File: config.mk
export PLATFORM = sky130hd
export DESIGN_NAME = serial_pattern_gen
export DESIGN_NICKNAME = d
export VERILOG_FILES = /design/src/rtl/serial_pattern_gen.sv
export SDC_FILE = /design/constraint.sdc
export NUM_CORES = 1
export LEC_CHECK = 0
export ABC_AREA = 1
export ABC_CLOCK_PERIOD_IN_PS = 2500
export CORE_ASPECT_RATIO = 1.1
export CORE_UTILIZATION = 25
export CTS_BUF_LIST = sky130_fd_sc_hd__clkbuf_16
export DETAILED_ROUTE_END_ITERATION = 12
export GPL_ROUTABILITY_DRIVEN = 0
export SLEW_MARGIN = 20
export SYNTH_ARGS = -nofsm -noshare
export SYNTH_HDL_FRONTEND = slang
export SYNTH_SLANG_ARGS = --single-unit
File: constraint.sdc
create_clock -name clk -period 2.5 [get_ports clk]
set_clock_uncertainty 0.15 [all_clocks]
set_input_delay 0.375 -clock clk [delete_from_list [all_inputs] [get_ports clk]]
set_output_delay 0.375 -clock clk [all_outputs]
set_load 0.03 [all_outputs]
File: src/rtl/serial_pattern_gen.sv
// serial_pattern_gen: loads a pattern of up to MAX_W bits and shifts it out MSB-first,
// one bit per clock, optionally repeating the frame with idle gaps in between.
// Optional build macro SERIAL_PATTERN_GEN_LFSR_FILL_EN: drives LFSR noise on d_out whenever
// d_valid is low instead of 0.
module serial_pattern_gen #(
  parameter int unsigned MAX_W = 16,
  parameter int unsigned LW    = $clog2(MAX_W + 1)
) (
  input  logic             clk,
  input  logic             reset,
  input  logic             start,
  input  logic [MAX_W-1:0] pat_in,
  input  logic [LW-1:0]    pat_len,
  input  logic [7:0]       rpt,
  input  logic [3:0]       gap,
  output logic             d_out,
  output logic             d_valid,
  output logic             busy,
  output logic             done
);

  localparam logic [1:0] StIdle  = 2'd0;
  localparam logic [1:0] StShift = 2'd1;
  localparam logic [1:0] StGap   = 2'd2;
  localparam logic [1:0] StDone  = 2'd3;

  localparam logic [LW-1:0] MaxLen = LW'(MAX_W);

  logic [1:0]       state_q, state_d;
  // pat_q holds the captured pattern left-aligned so the first bit is always the MSB
  logic [MAX_W-1:0] pat_q, pat_d;
  logic [MAX_W-1:0] sh_q, sh_d;
  logic [LW-1:0]    len_q, len_d;
  logic [LW-1:0]    idx_q, idx_d;
  logic [7:0]       rpt_q, rpt_d;
  logic [3:0]       gap_q, gap_d;
  logic [3:0]       gap_cnt_q, gap_cnt_d;
  logic             bit_q, bit_d;
  logic             valid_q, valid_d;
  logic             busy_q, busy_d;
  logic             done_q, done_d;

  logic [LW-1:0]    len_eff;
  logic [MAX_W-1:0] pat_aligned;
  logic             fill;

  // Next-state logic for the frame sequencer
  always_comb begin
    state_d   = state_q;
    pat_d     = pat_q;
    sh_d      = sh_q;
    len_d     = len_q;
    idx_d     = idx_q;
    rpt_d     = rpt_q;
    gap_d     = gap_q;
    gap_cnt_d = gap_cnt_q;
    bit_d     = bit_q;
    valid_d   = valid_q;
    busy_d    = busy_q;
    done_d    = 1'b0;

    len_eff     = (pat_len > MaxLen) ? MaxLen : pat_len;
    pat_aligned = pat_in << (MaxLen - len_eff);

    case (state_q)
      StIdle: begin
        if (start && (pat_len != '0)) begin
          state_d = StShift;
          pat_d   = pat_aligned;
          sh_d    = pat_aligned << 1;
          bit_d   = pat_aligned[MAX_W-1];
          len_d   = len_eff;
          idx_d   = len_eff - 1'b1;
          rpt_d   = rpt;
          gap_d   = gap;
          valid_d = 1'b1;
          busy_d  = 1'b1;
        end
      end
      StShift: begin
        if (idx_q != '0) begin
          idx_d = idx_q - 1'b1;
          bit_d = sh_q[MAX_W-1];
          sh_d  = sh_q << 1;
        end else if (rpt_q != 8'd0) begin
          if (gap_q != 4'd0) begin
            state_d   = StGap;
            gap_cnt_d = gap_q;
            valid_d   = 1'b0;
            bit_d     = 1'b0;
          end else begin
            // Back-to-back repeat: reload without a bubble
            rpt_d = rpt_q - 8'd1;
            idx_d = len_q - 1'b1;
            bit_d = pat_q[MAX_W-1];
            sh_d  = pat_q << 1;
          end
        end else begin
          state_d = StDone;
          valid_d = 1'b0;
          bit_d   = 1'b0;
          done_d  = 1'b1;
        end
      end
      StGap: begin
        if (gap_cnt_q == 4'd1) begin
          state_d = StShift;
          rpt_d   = rpt_q - 8'd1;
          idx_d   = len_q - 1'b1;
          bit_d   = pat_q[MAX_W-1];
          sh_d    = pat_q << 1;
          valid_d = 1'b1;
        end else begin
          gap_cnt_d = gap_cnt_q - 4'd1;
        end
      end
      default: begin
        state_d = StIdle;
        busy_d  = 1'b0;
      end
    endcase
  end

  // State and output registers
  always_ff @(posedge clk) begin
    if (reset) begin
      state_q   <= StIdle;
      pat_q     <= '0;
      sh_q      <= '0;
      len_q     <= '0;
      idx_q     <= '0;
      rpt_q     <= '0;
      gap_q     <= '0;
      gap_cnt_q <= '0;
      bit_q     <= 1'b0;
      valid_q   <= 1'b0;
      busy_q    <= 1'b0;
      done_q    <= 1'b0;
    end else begin
      state_q   <= state_d;
      pat_q     <= pat_d;
      sh_q      <= sh_d;
      len_q     <= len_d;
      idx_q     <= idx_d;
      rpt_q     <= rpt_d;
      gap_q     <= gap_d;
      gap_cnt_q <= gap_cnt_d;
      bit_q     <= bit_d;
      valid_q   <= valid_d;
      busy_q    <= busy_d;
      done_q    <= done_d;
    end
  end

`ifdef SERIAL_PATTERN_GEN_LFSR_FILL_EN
  logic [7:0] lfsr_q;

  // Free-running noise source, x^8+x^6+x^5+x^4+1
  always_ff @(posedge clk) begin
    if (reset) begin
      lfsr_q <= 8'hA5;
    end else begin
      lfsr_q <= {lfsr_q[6:0], lfsr_q[7] ^ lfsr_q[5] ^ lfsr_q[4] ^ lfsr_q[3]};
    end
  end

  assign fill = lfsr_q[0];
`else
  assign fill = 1'b0;
`endif

  assign d_out   = valid_q ? bit_q : fill;
  assign d_valid = valid_q;
  assign busy    = busy_q;
  assign done    = done_q;

endmodule

# Yosys cells after proc, flatten, opt, wreduce, memory -nomap -nowiden
# Index checks and enable logic that the tools add are counted.
dict set report op_classes {
  n_eq_ne 13
  n_mux 45
  magnitude_cmp 1
  multipliers 0
  n_reduce_logical 18
  n_div 0
  bitwise 2
  n_shift 1
  n_addsub 6
}
# op n
set ops {}
lappend ops {{16-bit two-way mux} 5}
lappend ops {{16-bit one-hot mux with 3 select lines} 1}
lappend ops {{8-bit two-way mux} 5}
lappend ops {{5-bit two-way mux} 6}
lappend ops {{8-bit one-hot mux with 3 select lines} 1}
lappend ops {{4-bit two-way mux} 4}
lappend ops {{16-bit by 5-bit left shift with 16-bit output} 1}
lappend ops {{5-bit one-hot mux with 3 select lines} 1}
lappend ops {{5-bit AND reduction} 3}
lappend ops {{5-bit by 1-bit subtractor with 5-bit output, second input constant} 3}
lappend ops {{2-bit inequality test, second input constant} 7}
lappend ops {{1-bit two-way mux} 12}
lappend ops {{2-bit two-way mux} 5}
lappend ops {{5-bit nonzero test} 2}
lappend ops {{3-bit inequality test, second input constant} 3}
lappend ops {{4-bit one-hot mux with 2 select lines} 1}
lappend ops {{8-bit nonzero test} 1}
lappend ops {{8-bit by 1-bit subtractor with 8-bit output, second input constant} 1}
lappend ops {{1-bit one-hot mux with 3 select lines} 2}
lappend ops {{2-bit one-hot mux with 3 select lines} 1}
lappend ops {{6-bit AND reduction} 1}
lappend ops {{5-bit greater-than comparator, second input constant} 1}
lappend ops {{5-bit subtractor, first input constant} 1}
lappend ops {{4-bit by 1-bit == test with 1-bit output, second input constant} 1}
lappend ops {{15 further kinds} 17}
dict set report totals {
  word_cells 98
  out_inout_bits 4
  latchBits 0
  ram_bits 0
  mem_bits_ro 0
  inputBits 36
  mem_count 0
  ff_bits 64
}

# Depth between registers and ports, before layout
# Gate-level depths: netlist (run 1).
dict set report logic_depth {
  word_depth 6
  ltp_mapped 17
  depth_no_buf 16
}

# Least setup slack after synthesis (run 1)
# Ideal clock, no wire load.
dict set report synth_path {
  kind {input to register}
  from {in pat_len[4]}
  to {reg sh_q[5]}
  setup_ns 0.109
  setup_slack_ns 0.152
  path_stages 16
  t_required_ns 2.241
  t_arrival_ns 2.089
  path_buffers 3
  cell_sequence {inv_2 buf_6 nand2_8 buf_4 ha_1 inv_1 clkbuf_1 nand3_1 nand3_1 nand2_1 nand2_1 nand2_1 o21ai_0 nand2_1 nand2_1 inv_1}
}
dict set report synth_between {
  elab_chain_cells 6
  elab_cells_between_ends 10
  cone_classes {add/sub: 1; order compare: 1; eq/ne: 1; shift: 1; mux: 3; reduce/logical: 3}
}
# item line
set synth_rtl {}
lappend synth_rtl {{start, declared} 13} ;# input logic [LW-1:0] pat_len,
lappend synth_rtl {{5-bit greater-than comparator} 62} ;# len_eff = (pat_len > MaxLen) ? MaxLen : pat_len;
lappend synth_rtl {{5-bit two-way mux} 62}
lappend synth_rtl {{5-bit subtractor} 63} ;# pat_aligned = pat_in << (MaxLen - len_eff);
lappend synth_rtl {{16-bit by 5-bit left shift with 16-bit output} 63}
lappend synth_rtl {{16-bit two-way mux} 67} ;# if (start && (pat_len != '0)) begin
lappend synth_rtl {{16-bit one-hot mux with 3 select lines} 65} ;# case (state_q)
lappend synth_rtl {{end signal, assigned} 129} ;# sh_q <= '0;
lappend synth_rtl {{end signal, assigned} 142} ;# sh_q <= sh_d;
lappend synth_rtl {{end, declared} 32} ;# logic [MAX_W-1:0] sh_q, sh_d;
# Parallel ways exist; a longest one is shown, timed or not. The select of a mux whose other input is x is not followed.
# A chain may end at the register's enable or synchronous reset.

# Worst setup path in the final report (run 1)
dict set report layout_path {
  from {in pat_len[2]}
  to {reg bit_q}
}
dict set report layout_between {
  elab_chain_cells 6
  elab_cells_between_ends 10
  cone_classes {add/sub: 1; order compare: 1; eq/ne: 1; shift: 1; mux: 3; reduce/logical: 3}
}
# item line
set layout_rtl {}
lappend layout_rtl {{5-bit greater-than comparator} 62}
lappend layout_rtl {{5-bit two-way mux} 62}
lappend layout_rtl {{5-bit subtractor} 63}
lappend layout_rtl {{16-bit by 5-bit left shift with 16-bit output} 63}
lappend layout_rtl {{1-bit two-way mux} 67}
lappend layout_rtl {{1-bit one-hot mux with 3 select lines} 65}
lappend layout_rtl {{end signal, assigned} 148} ;# bit_q <= bit_d;
lappend layout_rtl {{end, declared} 38} ;# logic bit_q, bit_d;
# Parallel ways exist; a longest one is shown, timed or not. The select of a mux whose other input is x is not followed.

==> results.md, run 1 <==
* Metal3 WL at 316 um
* Area delta synth->final at 26.4%
* Clk Tree Root Cell: clkbuf_16
* Detail Route Antenna Nets at 0
* CTS buffer count at 9
* PwrDens at 1080 nW/um^2
* Placement Rows at 50
* CTS tree: yes
* HPWL after DPL at between 8 and 9 mm
* Tot Pwr at ~6.0 mW
* Slew HR at 0.711
* DRT Pass-1 Iters at 5
* Post-Route M1 WL at about 6 mm
* DP Cell Count at between 900 and 1k
* Initial DRC count at roughly 330
* Io pins at 40
* Layout cells sized above 1 at 0.126
* Max FO, Critical Path at 5
* Leakage at 2.55 nW
* # fillers at about 1.9k
* First-pass GRT wire length at 20.2 mm
* Distinct cells, synth at 44
* Die span in y at 141 um
* Final cell count without fillers at 997
* Avg Cell Area, Syn at around 6.3 um^2
* Largest net degree at the start of global routing at 45
* DIE AREA at approximately 18,000 um^2
* Post-route setup slack at roughly 0.19 ns
* Worst-margin pin slew at 0.433 ns
* Post-place setup slack at -0.206 ns
* H-tree depth at 3
* Clock sink total at between 60 and 70
* Register area share after synthesis at 0.287
* # Post-CTS Setup Buffers at 0
* WL final at 11.8 mm
* FMAX at between 400 and 500 MHz
* Max Slew Vio Count at 0
* CP delay by family, top: simple AND/OR/NAND/NOR gates
* Worst-Skew Late Latency at roughly 0.33 ns
* Vias/cell at 4.57
* Clock power frac at 0.177
* Final nets at between 800 and 900
* Total grt overflow at 0
* Switch share at 0.454
* Initial antenna violation count at 0
* Synth Warn # at 0
* Clock Tree Buf Depth at 2
* Syn_nets at 742
* Final worst path period share at 0.925
* Number of global-route vias before repair at 4,241
* Count of state elements after synthesis at 63
* Setup CP Type: in -> reg
* Cells along the critical path: clkdlybuf4s50_1, nor2_2, nand2_2, nand2_1, nand2_1, ha_1, inv_1, buf_4, nand3_1, nand3_1, nand3_2, nand3_1, nand2_1, a21oi_1
* Crit path max-delay cell type: clkdlybuf4s50_1
* IO buf count at 39
* # setup viols final at 0
* Reg power frac at 0.251
* GRT Overall Usage at 0.138
* Ant. Diodes at 0
* Routed wl met2 at about 5.4 mm
* Final hold violation count at 0
* Min cycle time layout at approximately 2.3 ns
* CP required at 2.61 ns
* Die W at around 130 um
* Status: complete, no violations
* Critical Path AT at 2.42 ns
* Initial Util at 0.256
* DRC viols at 0
* Sw power at between 2 and 3 mW
* Max-Cap Viols at 0
* Cts hold-fix bufs at 0
* CP Launch Type: input port
* CP endpoint kind: flip-flop
* Reg area at 1260 um^2
* Multi-input gate area at around 2700 um^2
* Hold crit path type: reg -> reg
* CP Buf/Inv Count at 3
* Top sig layer: met4
* Max IR drop VDD at roughly 420 uV
* Comb pwr share at 0.572
* Core area at between 15,000 and 20,000 um^2
* Worst stage delay on the critical path at approximately 0.43 ns
* Post-Synthesis Cells at slightly below 700
* Clock slew at reported path FFs at approximately 0.05 ns
* RSZ-0062 raised after global routing: no
* Wire per inst at 11.9 um
* Vias at between 4k and 5k
* Int Pwr at 3.28 mW
* Syn Std Cell Area at between 4000 and 5000 um^2
==> flip-flops by register name, indices dropped and copies added, names as in the netlist <==
signal and flops:
d_valid 1, sh_q 15, gap_q 4, bit_q 1, state_q 2, pat_q 16, gap_cnt_q 4, busy 1
idx_q 5, done 1, len_q 5, rpt_q 8
==> layout make-up <==
type	instances	area share
multi-input cells	523	0.479
flip-flops and latches	63	0.227
repair buffers	84	0.145
well taps	234	0.0527
inverters	77	0.0520
clock buffers	9	0.0405
clock inverters	7	0.00473
==> cell usage after synthesis, drive strengths merged <==
master,n,share of area
a21boi,1,0.0017
a21oi,54,0.065
a22oi,3,0.0051
a31oi,1,0.0014
and2,1,0.0014
buf,20,0.035
clkbuf,12,0.010
clkinv,1,0.00085
dfxtp,63,0.29
ha,11,0.031
inv,76,0.065
nand2,201,0.18
nand3,96,0.12
nand3b,2,0.0043
nand4,6,0.011
nor2,52,0.057
nor3,5,0.0083
nor4,1,0.0014
o211a,1,0.0023
o211ai,7,0.012
o21a,1,0.0017
o21ai,68,0.078
o21bai,1,0.0017
o221a,1,0.0026
o22ai,1,0.0014
o31ai,1,0.0017
or2,1,0.0014
xor2,7,0.014
==> worst min-delay path, delay by kind of cell, from the launching register on <==
kind,cells,cell delay [ns]
AOI/OAI and AO/OA,1,0.05
DFF,1,0.30
and+or+nand+nor,1,0.06
==> cell usage in the layout, fill, tap and decap left out, types with 2 or more instances in the layout <==
cell             synthesis  final
nand4_1                  4      4
nor2_4                   6      6
inv_1                   70     75
nor3_1                   4      4
dfxtp_1                 63     63
clkinv_1                 1      3
ha_1                    11     11
nand2_1                192    192
nand4_2                  2      2
buf_4                    4     39
o211ai_1                 7      7
clkdlybuf4s50_1          0     39
nor2_2                   4      5
xor2_1                   7      7
nor2_1                  42     41
a21oi_1                 52     52
clkbuf_16                0      9
o21ai_0                 60     60
nand3_2                  7      7
a22oi_1                  3      3
inv_2                    6      6
nand3_1                 89     89
nand2_4                  0      2
o21ai_1                  7      7
buf_12                   0      6
nand2_2                  8      6
==> power groups by stage <==
| stage | Clock (mW) | Combinational, mW | Sequential, mW |
|---|---|---|---|
| after global routing | 1.14 | 3.89 | 1.54 |
| after detailed placement | 0 | 3.43 | 1.52 |
| final | 1.06 | 3.43 | 1.51 |
| after floorplan | 0 | 2.46 | 1.51 |
| after global placement | 0 | 3.42 | 1.52 |
| after CTS | 1.09 | 3.45 | 1.51 |
==> cell families after synthesis <==
group / Yosys count / share of synthesized area
flip-flops: 63 / 0.287
XOR/XNOR: 7 / 0.0139
buffers and inverters: 109 / 0.111
AO/OA/AOI/OAI: 140 / 0.175
AND/OR/NAND/NOR: 365 / 0.382
adder cells (fa/ha/maj): 11 / 0.0313
==> routing by layer <==
metal | vias up | global-route usage
li1 | 2405 | -
met1 | 2071 | 0.186
met2 | 71 | 0.226
met3 | 9 | 0.0197
met4 | 0 | 0.0452
met5 | - | 0
==> worst paths after layout <==
path | start | to | slack (ns) | cells after the start
worst max register to register | state_q[1] | sh_q[10] | 0.44 | 10
worst min-delay path | len_q[3] | len_q[3] | 0.31 | 2
worst max-delay path | pat_len[2] | bit_q | 0.19 | 14
worst min register to register | len_q[3] | len_q[3] | 0.31 | 2
==> what timing repair did <==
action | CTS | global route
hold endpoints to repair | 0 | 0
endpoints found under the setup margin | 0 | 22
resized for setup | 0 | 3
==> stage by stage <==
stage / util / instance area [um^2] / TNS, ns / hold WS (ns)
floorplan: - / 4400 / 0 / 0.294
finish: 0.324 / 5560 / 0 / 0.315
global placement: 0.309 / 5290 / -2.86 / 0.303
CTS: 0.324 / 5550 / 0 / 0.314
global route: 0.324 / 5560 / 0 / 0.340
detailed placement: 0.309 / 5290 / -3.59 / 0.306
No activity file was read; power rests on OpenSTA's default activity.
==> run 2, diff against run 1 <==
- ABC_AREA: 1 -> not set
==> run 2 against run 1 <==
  * The flow now finishes with violations (design-rule violations)
  * Global-route usage grew 1.4 points
  * Die area shrank 5.2%
  * Sequential share of layout area shrank 0.45 points
  * First-iteration DRC count shrank 22%
  * Combinational power grew 6%
  * Clock power is essentially flat
  * Core utilization grew 2.3 points
  * Cell area grew 2.0%
  * Hold slack lost 0.011 ns
  * Critical path depth shrank 4
  * Via count shrank 4.3%
  * Largest cell class unchanged
  * Highest routed layer unchanged
==> results.md, run 2 <==
* Crit-path most repeated cell: buf_4
* Failing checks: design-rule violations
* # setup viols final at 0 (unchanged)
* Final hold violation count at 0 (unchanged)
* Final nets at 677 (was 805)
* IO buf count at 39 (unchanged)
* Wire per inst at 15.1 um (was 11.9 um)
* Setup TNS at 0 ns (unchanged)
* Top reg by flops: pat_q (unchanged)
* Post-synth top area cell: dfxtp_1 (unchanged)
* Most frequent cells in the layout: buf_4, nand2_1, dfxtp_1 (was nand2_1, nand3_1, inv_1)
* Post-Synthesis Cells at 532 (was 695)
* Distinct cells, synth at 64 (was 44)
* Area delta synth->final at 36.2% (was 26.4%)
* Synth top cells by count: nand2_1, a21oi_1, dfxtp_1, nor2_1, clkbuf_1 (was nand2_1, nand3_1, inv_1, dfxtp_1, o21ai_0)
* Initial antenna violation count at 0 (unchanged)
* Initial DRC count at 259 (was 334)
* Synth area leaders: dfxtp_1, a21oi_1, nand2_1 (was dfxtp_1, nand2_1, nand3_1)
* FMAX at 416 MHz (was 432 MHz)
* Core area at 16,300 um^2 (was 17,100 um^2)
* Register area share after synthesis at 0.303 (was 0.287)
* DRC viols at 6 (was 0)
* Commonest non-fill, non-tap cell in the layout: buf_4 (was nand2_1)
* CP Launch Type: input port (unchanged)
* Total grt overflow at 0 (unchanged)
* Vias at 4,360 (was 4,556)
* Count leader, synth: nand2_1 (unchanged)
* Layout cells sized above 1 at 0.231 (was 0.126)
* CP required at 2.61 ns (about the same)
* Post-synth EDFFs at 0 (unchanged)
* Initial Util at 0.255 (was 0.256)
* Clk Tree Root Cell: clkbuf_16 (unchanged)
* Status: finished with violations (was complete, no violations)
* Hold crit path type: reg -> reg (unchanged)
* Die span in y at 137 um (was 141 um)
* WL final at 12.7 mm (was 11.8 mm)
* Vias/cell at 5.20 (was 4.57)
* Synth Warn # at 0 (unchanged)
* H-tree depth at 3 (unchanged)
* PwrDens at 1100 nW/um^2 (was 1080 nW/um^2)
* Die W at 125 um (was 128 um)
* Post-synth ARST share at 0 (unchanged)
* Placement Rows at 49 (was 50)
* Setup CP Type: in -> reg (unchanged)
* Max Slew Vio Count at 0 (unchanged)
* Count of state elements after synthesis at 63 (unchanged)
* DRT Pass-1 Iters at 11 (was 5)
* Top_reg_cell synth: dfxtp_1 (unchanged)
* Clock slew at reported path FFs at 0.05 ns (about the same)
* Max FO, Critical Path at 11 (was 5)
* Clock Tree Buf Depth at 2 (unchanged)
* Syn Std Cell Area at 4160 um^2 (was 4400 um^2)
* Biggest regs: pat_q x16, sh_q x15, rpt_q x8 (unchanged)
* Syn_nets at 579 (was 742)
* Leakage at 2.18 nW (was 2.55 nW)
* Clock sink total at 63 (unchanged)
* Worst-Skew Late Latency at 0.33 ns (about the same)
* RSZ-0062 raised after global routing: yes (was no)
* Detail Route Antenna Nets at 0 (unchanged)
* Crit path max-delay cell type: or4_1 (was clkdlybuf4s50_1)
* Top cell type's share of synthesized area at 0.303 (was 0.287)
* Number of global-route vias before repair at 4,059 (was 4,241)
* Critical Path AT at 2.51 ns (was 2.42 ns)
* Slew HR at 0.571 (was 0.711)
* Worst R2R Setup Slack at 0.12 ns (was 0.44 ns)
* Max FFs per register at 16 (unchanged)
* Ant. Diodes at 0 (unchanged)
* Worst-margin pin slew at 0.644 ns (was 0.433 ns)
* CTS tree: yes (unchanged)
* Worst stage delay on the critical path at 0.54 ns (was 0.43 ns)
* HPWL after DPL at 9.37 mm (was 8.64 mm)
* First-pass GRT wire length at 20.8 mm (was 20.2 mm)
* Largest net degree at the start of global routing at 36 (was 45)
* Hold WS at 0.304 ns (was 0.315 ns)
* CP endpoint kind: flip-flop (unchanged)
* Min cycle time layout at 2.40 ns (was 2.31 ns)
* GRT Overall Usage at 0.153 (was 0.138)
* Max-Cap Viols at 0 (unchanged)
* Io pins at 40 (unchanged)
* Tot Pwr at 6.22 mW (was 6.00 mW)
* Final worst path period share at 0.961 (was 0.925)
* Max IR drop VDD at 429 uV (was 419 uV)
* DIE AREA at 17,200 um^2 (was 18,100 um^2)
* Avg Cell Area, Syn at 7.82 um^2 (was 6.32 um^2)
* CTS buffer count at 9 (unchanged)
* Cells along the critical path: clkdlybuf4s50_1, buf_4, or4_1, nand3_1, buf_6, buf_4, nand2_1, nor2_1, o211ai_1, a21oi_1 (was clkdlybuf4s50_1, nor2_2, nand2_2, nand2_1, nand2_1, ha_1, inv_1, buf_4, nand3_1, nand3_1, nand3_2, nand3_1, nand2_1, a21oi_1)
[run 2: changes by cell type in the layout (fill, tap and decap cells not counted), moves of 16 or more]
cell / previous run / this run
buf_4: 39 / 87
inv_1: 75 / 18
mux2i_1: 0 / 16
nand2_1: 192 / 71
nand3_1: 89 / 13
nor3_1: 4 / 24
o21ai_0: 60 / 19
[run 2: cells by family after synthesis]
group                    share of synthesized area
flip-flops                                   0.303
adder cells (fa/ha/maj)                     0.0331
XOR/XNOR                                    0.0168
AND/OR/NAND/NOR                              0.223
buffers and inverters                       0.0604
multiplexers                                0.0926
AO/OA/AOI/OAI                                0.271
[run 2: where the power goes]
part,switching [mW],total (mW),internal [mW]
clock,0.436,1.09,0.650
combinational,1.99,3.62,1.63
sequential,0.212,1.51,1.30
total,2.64,6.22,3.58
[run 2: final timing paths]
kind | from | to | cells after the start
worst min register to register | pat_q[1] | pat_q[1] | 2
worst max register to register | rpt_q[0] | sh_q[13] | 9
worst max-delay path | pat_len[2] | sh_q[8] | 10
worst min-delay path | pat_q[1] | pat_q[1] | 2
[run 2: final cells by class]
cell class              instances  area [um^2]
inverters                      19         76.3
repair buffers                129         1060
multi-input cells             408         2760
flip-flops and latches         63         1260
fillers                      1733        10600
clock buffers                   9          225
clock inverters                 7         30.0
well taps                     204          255
[run 2: per-stage QoR]
step	std cells	setup slack [ns]	utilization	area [um^2]
floorplan	532	-0.0332	-	4210
global route	839	-0.0126	0.348	5670
finish	839	0.0979	0.348	5670
global placement	818	-0.454	0.326	5310
CTS	836	0.0100	0.343	5600
detailed placement	818	-0.519	0.326	5310
[run 2: per-layer routing]
metal / share of wire / up-vias / global-route usage
met5: 0 / - / 0
met4: 0.024 / 0 / 0.0650
met3: 0.055 / 16 / 0.0237
met2: 0.45 / 140 / 0.242
met1: 0.47 / 2059 / 0.206
li1: - / 2145 / -
[run 2: timing repair]
item | 4_1_cts | 5_1_grt
buffers inserted | 2 | 3
hold buffers | 0 | 0
cloned | 0 | 0
endpoints found under the setup margin | 21 | 28
pin swaps | 2 | 7
resized for setup | 9 | 21
[run 2: critical path, delay by kind of cell]
family	cells	cell delay, ns
AOI/OAI and AO/OA	2	0.26
buffers and inverters	4	0.86
and+or+nand+nor	4	1.01
